File: config.mk
export PLATFORM = sky130hd
export DESIGN_NAME = div_unit
export DESIGN_NICKNAME = d
export VERILOG_FILES = /design/src/rtl/div_unit_pkg.sv /design/src/rtl/div_unit.sv
export SDC_FILE = /design/constraint.sdc
export NUM_CORES = 1
export LEC_CHECK = 0
export ABC_AREA = 1
export CAP_MARGIN = 20
export CORE_ASPECT_RATIO = 2
export CORE_UTILIZATION = 60
export CTS_CLUSTER_SIZE = 28
export DETAILED_ROUTE_END_ITERATION = 12
export PLACE_DENSITY_LB_ADDON = 0.3
export SLEW_MARGIN = 30
export SYNTH_ARGS = -nofsm -noshare
export SYNTH_HDL_FRONTEND = slang
export SYNTH_SLANG_ARGS = --single-unit
export TNS_END_PERCENT = 20
File: constraint.sdc
create_clock -name clk -period 6.35 [get_ports clk]
set_clock_uncertainty 0.2 [all_clocks]
set_input_delay 1.27 -clock clk [delete_from_list [all_inputs] [get_ports clk]]
set_output_delay 1.27 -clock clk [all_outputs]
set_load 0.05 [all_outputs]
File: src/rtl/div_unit_pkg.sv
// Shared types and constants for the radix-2 restoring divider used by ex for DIV/DIVU.
package div_unit_pkg;

  localparam int DIV_DATA_W = 32;

  typedef enum logic [1:0] {
    DIV_FREE   = 2'b00,
    DIV_BYZERO = 2'b01,
    DIV_ON     = 2'b10,
    DIV_END    = 2'b11
  } div_state_e;

  localparam logic DIV_RESULT_READY     = 1'b1;
  localparam logic DIV_RESULT_NOT_READY = 1'b0;
  localparam logic DIV_START            = 1'b1;
  localparam logic DIV_STOP             = 1'b0;

endpackage

File: src/rtl/div_unit.sv
// Multi-cycle signed/unsigned divider: one quotient bit per cycle, {remainder, quotient} result
// held registered until ex drops start_i.
module div_unit
  import div_unit_pkg::*;
#(
  parameter int DATA_W = DIV_DATA_W
) (
  input  logic                  clk,
  input  logic                  rst,
  input  logic                  signed_div_i,
  input  logic [DATA_W-1:0]     opdata1_i,
  input  logic [DATA_W-1:0]     opdata2_i,
  input  logic                  start_i,
  input  logic                  annul_i,
  output logic [2*DATA_W-1:0]   result_o,
  output logic                  ready_o
);

  localparam int                CNT_W    = $clog2(DATA_W) + 1;
  localparam logic [CNT_W-1:0]  CNT_LAST = CNT_W'(DATA_W);
  localparam logic [CNT_W-1:0]  CNT_ONE  = {{(CNT_W-1){1'b0}}, 1'b1};
  localparam logic [CNT_W-1:0]  CNT_ZERO = {CNT_W{1'b0}};
  localparam logic [DATA_W-1:0] W_ZERO   = {DATA_W{1'b0}};
  localparam logic [DATA_W-1:0] W_ONE    = {{(DATA_W-1){1'b0}}, 1'b1};

  function automatic logic [DATA_W-1:0] neg_w(input logic [DATA_W-1:0] v);
    return ~v + W_ONE;
  endfunction

  div_state_e              state_r,    state_nxt_s;
  logic [CNT_W-1:0]        cnt_r,      cnt_nxt_s;
  logic [2*DATA_W:0]       dividend_r, dividend_nxt_s;
  logic [DATA_W-1:0]       divisor_r,  divisor_nxt_s;
  logic                    neg_quot_r, neg_quot_nxt_s;
  logic                    neg_rem_r,  neg_rem_nxt_s;
  logic [2*DATA_W-1:0]     result_r,   result_nxt_s;
  logic                    ready_r,    ready_nxt_s;

  logic                    op1_neg_s;
  logic                    op2_neg_s;
  logic [DATA_W-1:0]       abs1_s;
  logic [DATA_W-1:0]       abs2_s;
  logic [DATA_W:0]         step_s;
  logic [DATA_W-1:0]       quot_s;
  logic [DATA_W-1:0]       rem_s;

  assign op1_neg_s = signed_div_i & opdata1_i[DATA_W-1];
  assign op2_neg_s = signed_div_i & opdata2_i[DATA_W-1];
  assign abs1_s    = op1_neg_s ? neg_w(opdata1_i) : opdata1_i;
  assign abs2_s    = op2_neg_s ? neg_w(opdata2_i) : opdata2_i;

  // Trial subtraction of the divisor from the partial remainder; bit DATA_W set means it went negative.
  assign step_s = {1'b0, dividend_r[2*DATA_W-1:DATA_W]} - {1'b0, divisor_r};

  // The remainder always takes the dividend's sign, so 0x80000000 / -1 simply wraps.
  assign quot_s = neg_quot_r ? neg_w(dividend_r[DATA_W-1:0]) : dividend_r[DATA_W-1:0];
  assign rem_s  = neg_rem_r  ? neg_w(dividend_r[2*DATA_W:DATA_W+1])
                             : dividend_r[2*DATA_W:DATA_W+1];

  // State register and datapath registers, cleared asynchronously on reset.
  always_ff @(posedge clk or negedge rst) begin
    if (!rst) begin
      state_r    <= DIV_FREE;
      cnt_r      <= CNT_ZERO;
      dividend_r <= {(2*DATA_W+1){1'b0}};
      divisor_r  <= W_ZERO;
      neg_quot_r <= 1'b0;
      neg_rem_r  <= 1'b0;
      result_r   <= {(2*DATA_W){1'b0}};
      ready_r    <= DIV_RESULT_NOT_READY;
    end else begin
      state_r    <= state_nxt_s;
      cnt_r      <= cnt_nxt_s;
      dividend_r <= dividend_nxt_s;
      divisor_r  <= divisor_nxt_s;
      neg_quot_r <= neg_quot_nxt_s;
      neg_rem_r  <= neg_rem_nxt_s;
      result_r   <= result_nxt_s;
      ready_r    <= ready_nxt_s;
    end
  end

  // Next-state and datapath update for each divider phase.
  always_comb begin
    state_nxt_s    = state_r;
    cnt_nxt_s      = cnt_r;
    dividend_nxt_s = dividend_r;
    divisor_nxt_s  = divisor_r;
    neg_quot_nxt_s = neg_quot_r;
    neg_rem_nxt_s  = neg_rem_r;
    result_nxt_s   = result_r;
    ready_nxt_s    = ready_r;

    case (state_r)
      DIV_FREE: begin
        result_nxt_s = {(2*DATA_W){1'b0}};
        ready_nxt_s  = DIV_RESULT_NOT_READY;
        if (start_i == DIV_START && annul_i == 1'b0) begin
          neg_quot_nxt_s = op1_neg_s ^ op2_neg_s;
          neg_rem_nxt_s  = op1_neg_s;
          divisor_nxt_s  = abs2_s;
          cnt_nxt_s      = CNT_ZERO;
          if (opdata2_i == W_ZERO) begin
            state_nxt_s = DIV_BYZERO;
          end else begin
            state_nxt_s    = DIV_ON;
            dividend_nxt_s = {W_ZERO, abs1_s, 1'b0};
          end
        end else begin
          state_nxt_s = DIV_FREE;
        end
      end

      DIV_BYZERO: begin
        dividend_nxt_s = {(2*DATA_W+1){1'b0}};
        neg_quot_nxt_s = 1'b0;
        neg_rem_nxt_s  = 1'b0;
        state_nxt_s    = DIV_END;
      end

      DIV_ON: begin
        if (annul_i == 1'b1) begin
          state_nxt_s  = DIV_FREE;
          cnt_nxt_s    = CNT_ZERO;
          result_nxt_s = {(2*DATA_W){1'b0}};
          ready_nxt_s  = DIV_RESULT_NOT_READY;
        end else if (cnt_r != CNT_LAST) begin
          if (step_s[DATA_W] == 1'b1) begin
            dividend_nxt_s = {dividend_r[2*DATA_W-1:0], 1'b0};
          end else begin
            dividend_nxt_s = {step_s[DATA_W-1:0], dividend_r[DATA_W-1:0], 1'b1};
          end
          cnt_nxt_s = cnt_r + CNT_ONE;
        end else begin
          dividend_nxt_s = {rem_s, dividend_r[DATA_W], quot_s};
          cnt_nxt_s      = CNT_ZERO;
          state_nxt_s    = DIV_END;
        end
      end

      DIV_END: begin
        if (start_i == DIV_STOP) begin
          state_nxt_s  = DIV_FREE;
          result_nxt_s = {(2*DATA_W){1'b0}};
          ready_nxt_s  = DIV_RESULT_NOT_READY;
        end else begin
          result_nxt_s = {dividend_r[2*DATA_W:DATA_W+1], dividend_r[DATA_W-1:0]};
          ready_nxt_s  = DIV_RESULT_READY;
        end
      end

      default: begin
        state_nxt_s  = DIV_FREE;
        cnt_nxt_s    = CNT_ZERO;
        result_nxt_s = {(2*DATA_W){1'b0}};
        ready_nxt_s  = DIV_RESULT_NOT_READY;
      end
    endcase
  end

  assign result_o = result_r;
  assign ready_o  = ready_r;

endmodule
# Yosys cells after proc, flatten, opt, wreduce, memory -nomap -nowiden
# Cells that the tools add are included.
op_classes:
  addsub: 6
  mul: 0
  div_mod_pow: 0
  n_lt_le_gt_ge: 0
  eq_ne: 13
  n_shift: 0
  mux: 30
  bitwise_logic: 8
  n_reduce_logical: 15
ops:
  columns: ["op", "count"]
  rows:
  - ["65-bit 2-to-1 mux", 5]
  - ["65-bit one-hot mux with 3 select lines", 1]
  - ["64-bit one-hot mux with 3 select lines", 1]
  - ["32-bit by 1-bit adder with 32-bit output, second input constant", 4]
  - ["32-bit 2-to-1 mux", 4]
  - ["64-bit 2-to-1 mux", 2]
  - ["32-bit inverter", 4]
  - ["32-bit by 32-bit subtractor with 33-bit output", 1]
  - ["32-bit logical NOT", 1]
  - ["6-bit 2-to-1 mux", 3]
  - ["5-bit AND reduction", 3]
  - ["2-bit != test, second input constant", 6]
  - ["6-bit one-hot mux with 2 select lines", 1]
  - ["2-bit 2-to-1 mux", 5]
  - ["2-bit AND reduction", 5]
  - ["3-bit != test, second input constant", 3]
  - ["2-bit one-hot mux with 4 select lines", 1]
  - ["6-bit by 1-bit adder with 6-bit output, second input constant", 1]
  - ["6-bit != test, second input constant", 1]
  - ["3-bit nonzero test", 2]
  - ["2-bit equality test, second input constant", 2]
  - ["1-bit 2-to-1 mux", 4]
  - ["1-bit one-hot mux with 2 select lines", 2]
  - ["2-bit nonzero test", 2]
  - ["7 further kinds", 8]
word_totals:
  ff_bits: 172
  latch_bits: 0
  mem_bits_rw: 0
  rom_bits: 0
  in_bits: 69
  output_inout_bits: 65
  mem_count: 0

# Longest topological paths before layout
depth:
  depth_word: 6
  depth_mapped: 18
  depth_no_buf: 17

# Least setup slack after synthesis
# No wires, ideal clock.
synth_path:
  path_type: "input-to-reg"
  start: "input port opdata2_i[0]"
  end: "register dividend_r[41]"
  arrival_time_ns: 2.496
  required_time_ns: 6.026
  path_slack_ns: 3.530
  stages: 12
  cell_sequence: "inv_1 > ha_1 > nand3_1 > nor2_1 > nand2_1 > nor2_2 > nand2_2 > nand4_4 > clkbuf_4 > nor2_1 > o211ai_1 > nand2_1"
synth_via:
  elab_chain_len: 3
synth_lines:
  columns: ["item", "line", "rtl"]
  rows:
  - ["start, declared", "div_unit.sv:12", "input logic [DATA_W-1:0] opdata2_i,"]
  - ["32-bit logical NOT", "div_unit.sv:103", "if (opdata2_i == W_ZERO) begin"]
  - ["2-bit != test (no source line)", null, null]
  - ["5-bit AND reduction (no source line)", null, null]
  - ["end signal, assigned", "div_unit.sv:65", "dividend_r <= {(2*DATA_W+1){1'b0}};"]
  - ["end signal, assigned", "div_unit.sv:74", "dividend_r <= dividend_nxt_s;"]
  - ["end, declared", "div_unit.sv:32", "logic [2*DATA_W:0] dividend_r, dividend_nxt_s;"]
# No other way between the ends.
# A chain may end at the register's enable or synchronous reset.

# Worst setup path after layout
layout_path:
  start: "register state_r[0]"
  end: "register dividend_r[62]"
layout_via:
  elab_chain_len: 3
  word_cells_on_any_way: 10
layout_lines:
  columns: ["item", "line", "rtl"]
  rows:
  - ["start, declared", "div_unit.sv:30", "div_state_e state_r, state_nxt_s;"]
  - ["start signal, assigned", "div_unit.sv:72", "state_r <= state_nxt_s;"]
  - ["2-bit equality test (tied with other cells)", "div_unit.sv:94", "case (state_r)"]
  - ["3-bit != test (no source line) (tied with other cells)", null, null]
  - ["5-bit AND reduction (no source line)", null, null]
# Parallel ways exist; a longest one is shown, timed or not.

==> summary.txt <==
status: finished, final reports clean
Residual DRC: 0
Lkg Pwr: 7.90 nW
H-tree depth: 4
register area share after synthesis: 31.5%
Placer Congestion: 1.03
DRT Pass-1 Iters: 9
VDD IR max: 0.000258 V
HP Start: divisor_r[30]$_DFFE_PN0P_
Final TNS setup: 0 ps
top cells by count, synth: nand2_1 (580), inv_1 (268), o21ai_0 (268), nor2_1 (243), nand3_1 (181)
ant diodes: 0
Tmin final: 4420 ps
clock root cell: clkbuf_16
final wirelength: 51.5 mm
Rows: 77
Synth top area share: 31.5%
RSZ-0062 raised after global routing: no
DR WL/cell: 20.3 microns
IO Port Bufs: 133
die width: 109 microns
Remaining Overflow, GRT: 0
crit path DAT: 4610 ps
Finished Layout Cells: 2537
Synth Net Count: 2268
Distinct cells, synth: 53
Slew Limit Fails: 0
synth warn: 0
CTS tree: yes
Slowest cell on crit path: inv_1
ys flop type: dfrtp_1
final worst-path cycle share: 69.6%
Die Ht: 215 microns
placed instance count: 2505
worst-case clock buffer depth: 2
layout cells sized above 1: 4.07%
Max Cap Violations: 0
Pwr Density: 324 mW/mm^2
largest net degree at the start of global routing: 78
crit path launch type: register
initial antenna violation count: 5
count leader, synth: nand2_1
crit path cell chain: inv_1 > ha_1 > nand2_1 > inv_1 > nand4_4 > inv_2 > nand2_1 > nor2_1 > nand2_1 > nand2_1
Critical R2R Launch: state_r[0]$_DFFE_PN0P_
Final setup viols: 0
post-synth top area cell: dfrtp_1
Cell Area, Synth: 0.0137 sq mm
Worst Hold Slack: 288 ps
Core Region: 0.0223 sq mm
Tightest Pin Transition: 1120 ps
critical path peak fanout: 22
WHS Path Cells: 2
CP peak stage delay: 850 ps
total setup buffers inserted after CTS: 0
final net count: 2363
Starting Density: 61.4%
Avg Cell Area, Syn: 6.35 sq um
reg-to-reg critical path endpoint: dividend_r[62]$_DFFE_PN0P_
total CTS buffers: 17
starting DRC count in detailed routing: 1362
FF-to-FF path depth: 10
GRT Overall Usage: 47.3%
Mapped Cells: 2153
Post-synth ARST share: 100%
first-pass GRT wire length: 81.4 mm
Power Total: 5.08 mW
Critical path origin: state_r[0]$_DFFE_PN0P_
Area growth syn-to-layout: 14.9%
I/O pins: 134
clk_lat worst skew: 460 ps
pre-CTS setup slack: 2020 ps
Slew HR: 24.8%
die area: 0.0234 sq mm
Resized Gates After CTS: 0
Via density: 6.00
global-route track usage on met3: 17.8%
Hold Vio Cnt, Final: 0
GR Layer Usage met2: 78.2%
antenna viol nets, final: 0
hold endpoint: divisor_r[30]$_DFFE_PN0P_
worst setup margin: 1930 ps
register bit total from synthesis: 172
Crit. End Element: register
reg-to-reg slack, setup: 1930 ps
CP required: 6540 ps
Peak Freq: 0.226 GHz
GR Util met1: 40.4%
crit path kind: reg -> reg
post-detail-place hpwl: 38.8 mm
Sink Count: 172
vias in the first global route: 15704
via count: 15216
global route hottest layer: met2
# hold bufs at CTS: 0
Synth area leaders: dfrtp_1 (31%), nand2_1 (16%), o21ai_0 (9.8%)
Most common cell on crit path: nand2_1
clock slew at reported path FFs: 70 ps
hold crit path type: reg -> reg
Post-synth EDFFs: 0
==> metal layers <==
metal  up-vias  wire (microns)
li1       7191               -
met1      6868           15700
met2       796           25500
met3       353            3720
met4         8            6570
met5         -              46
==> state kept, by name, summed over array words and instances (netlist names) <==
name        count
divisor_r      32
neg_rem_r       1
state_r         2
result_o       64
ready_o         1
dividend_r     65
cnt_r           6
neg_quot_r      1
==> layout by cell type, fill, tap and decap left out, drive strengths merged, types with 16 or more instances in the layout <==
cell           synthesis  final
nand2                591    591
inv                  275    278
o21ai                276    276
nor2                 260    260
nand3                185    185
dfrtp                172    172
clkdlybuf4s50          0    132
a21oi                 96     96
ha                    45     45
nand4                 38     38
nor3                  37     37
xor2                  33     33
clkbuf                43     20
o211ai                16     16
==> report_power, final <==
| part | internal (mW) | switching (mW) |
|---|---|---|
| registers | 1.32 | 0.155 |
| logic | 0.699 | 1.85 |
| clock network | 0.584 | 0.476 |
| total | 2.60 | 2.48 |
==> worst max-delay path: cells and delay by family, from the launching register on <==
family                     cells  cell delay (ps)
buffers and inverters          3             1360
DFF                            1              470
and+or+nand+nor                6             1530
adders and majority gates      1              770
==> stage by stage <==
step,area (sq um),utilization (%)
after CTS,15700,70.5
after global placement,15100,67.8
final,15700,70.5
after global routing,15700,70.5
after detailed placement,15100,67.9
after floorplan,13700,-
==> worst max-delay path by stage <==
stage | to | slack, ps
detailed placement | dividend_r[28]$_DFFE_PN0P_ | 2020
global placement | dividend_r[28]$_DFFE_PN0P_ | 2080
global route | dividend_r[61]$_DFFE_PN0P_ | 1790
floorplan | dividend_r[41]$_DFFE_PN0P_ | 3530
CTS | dividend_r[62]$_DFFE_PN0P_ | 2260
finish | dividend_r[62]$_DFFE_PN0P_ | 1930
==> logic make-up (layout without fill, tap and decap cells) <==
logic type,after synthesis,count (layout),synth area share (%)
buf+inv,343,451,10.1
compound gates,412,412,15.8
simple gates,1134,1134,35.4
flops,172,172,31.5
fa+ha+maj,46,46,4.27
xor+xnor,46,46,2.95
==> layout make-up <==
| cell class | instances | area, sq um |
|---|---|---|
| Tap cell | 276 | 345 |
| Clock buffer | 20 | 437 |
| Fill cell | 1997 | 6560 |
| Multi-Input combinational cell | 1638 | 8030 |
| Inverter | 277 | 1050 |
| Sequential cell | 172 | 4300 |
| Timing Repair Buffer | 142 | 1400 |
| Clock inverter | 12 | 140 |
(Power assumes the default switching activity.)
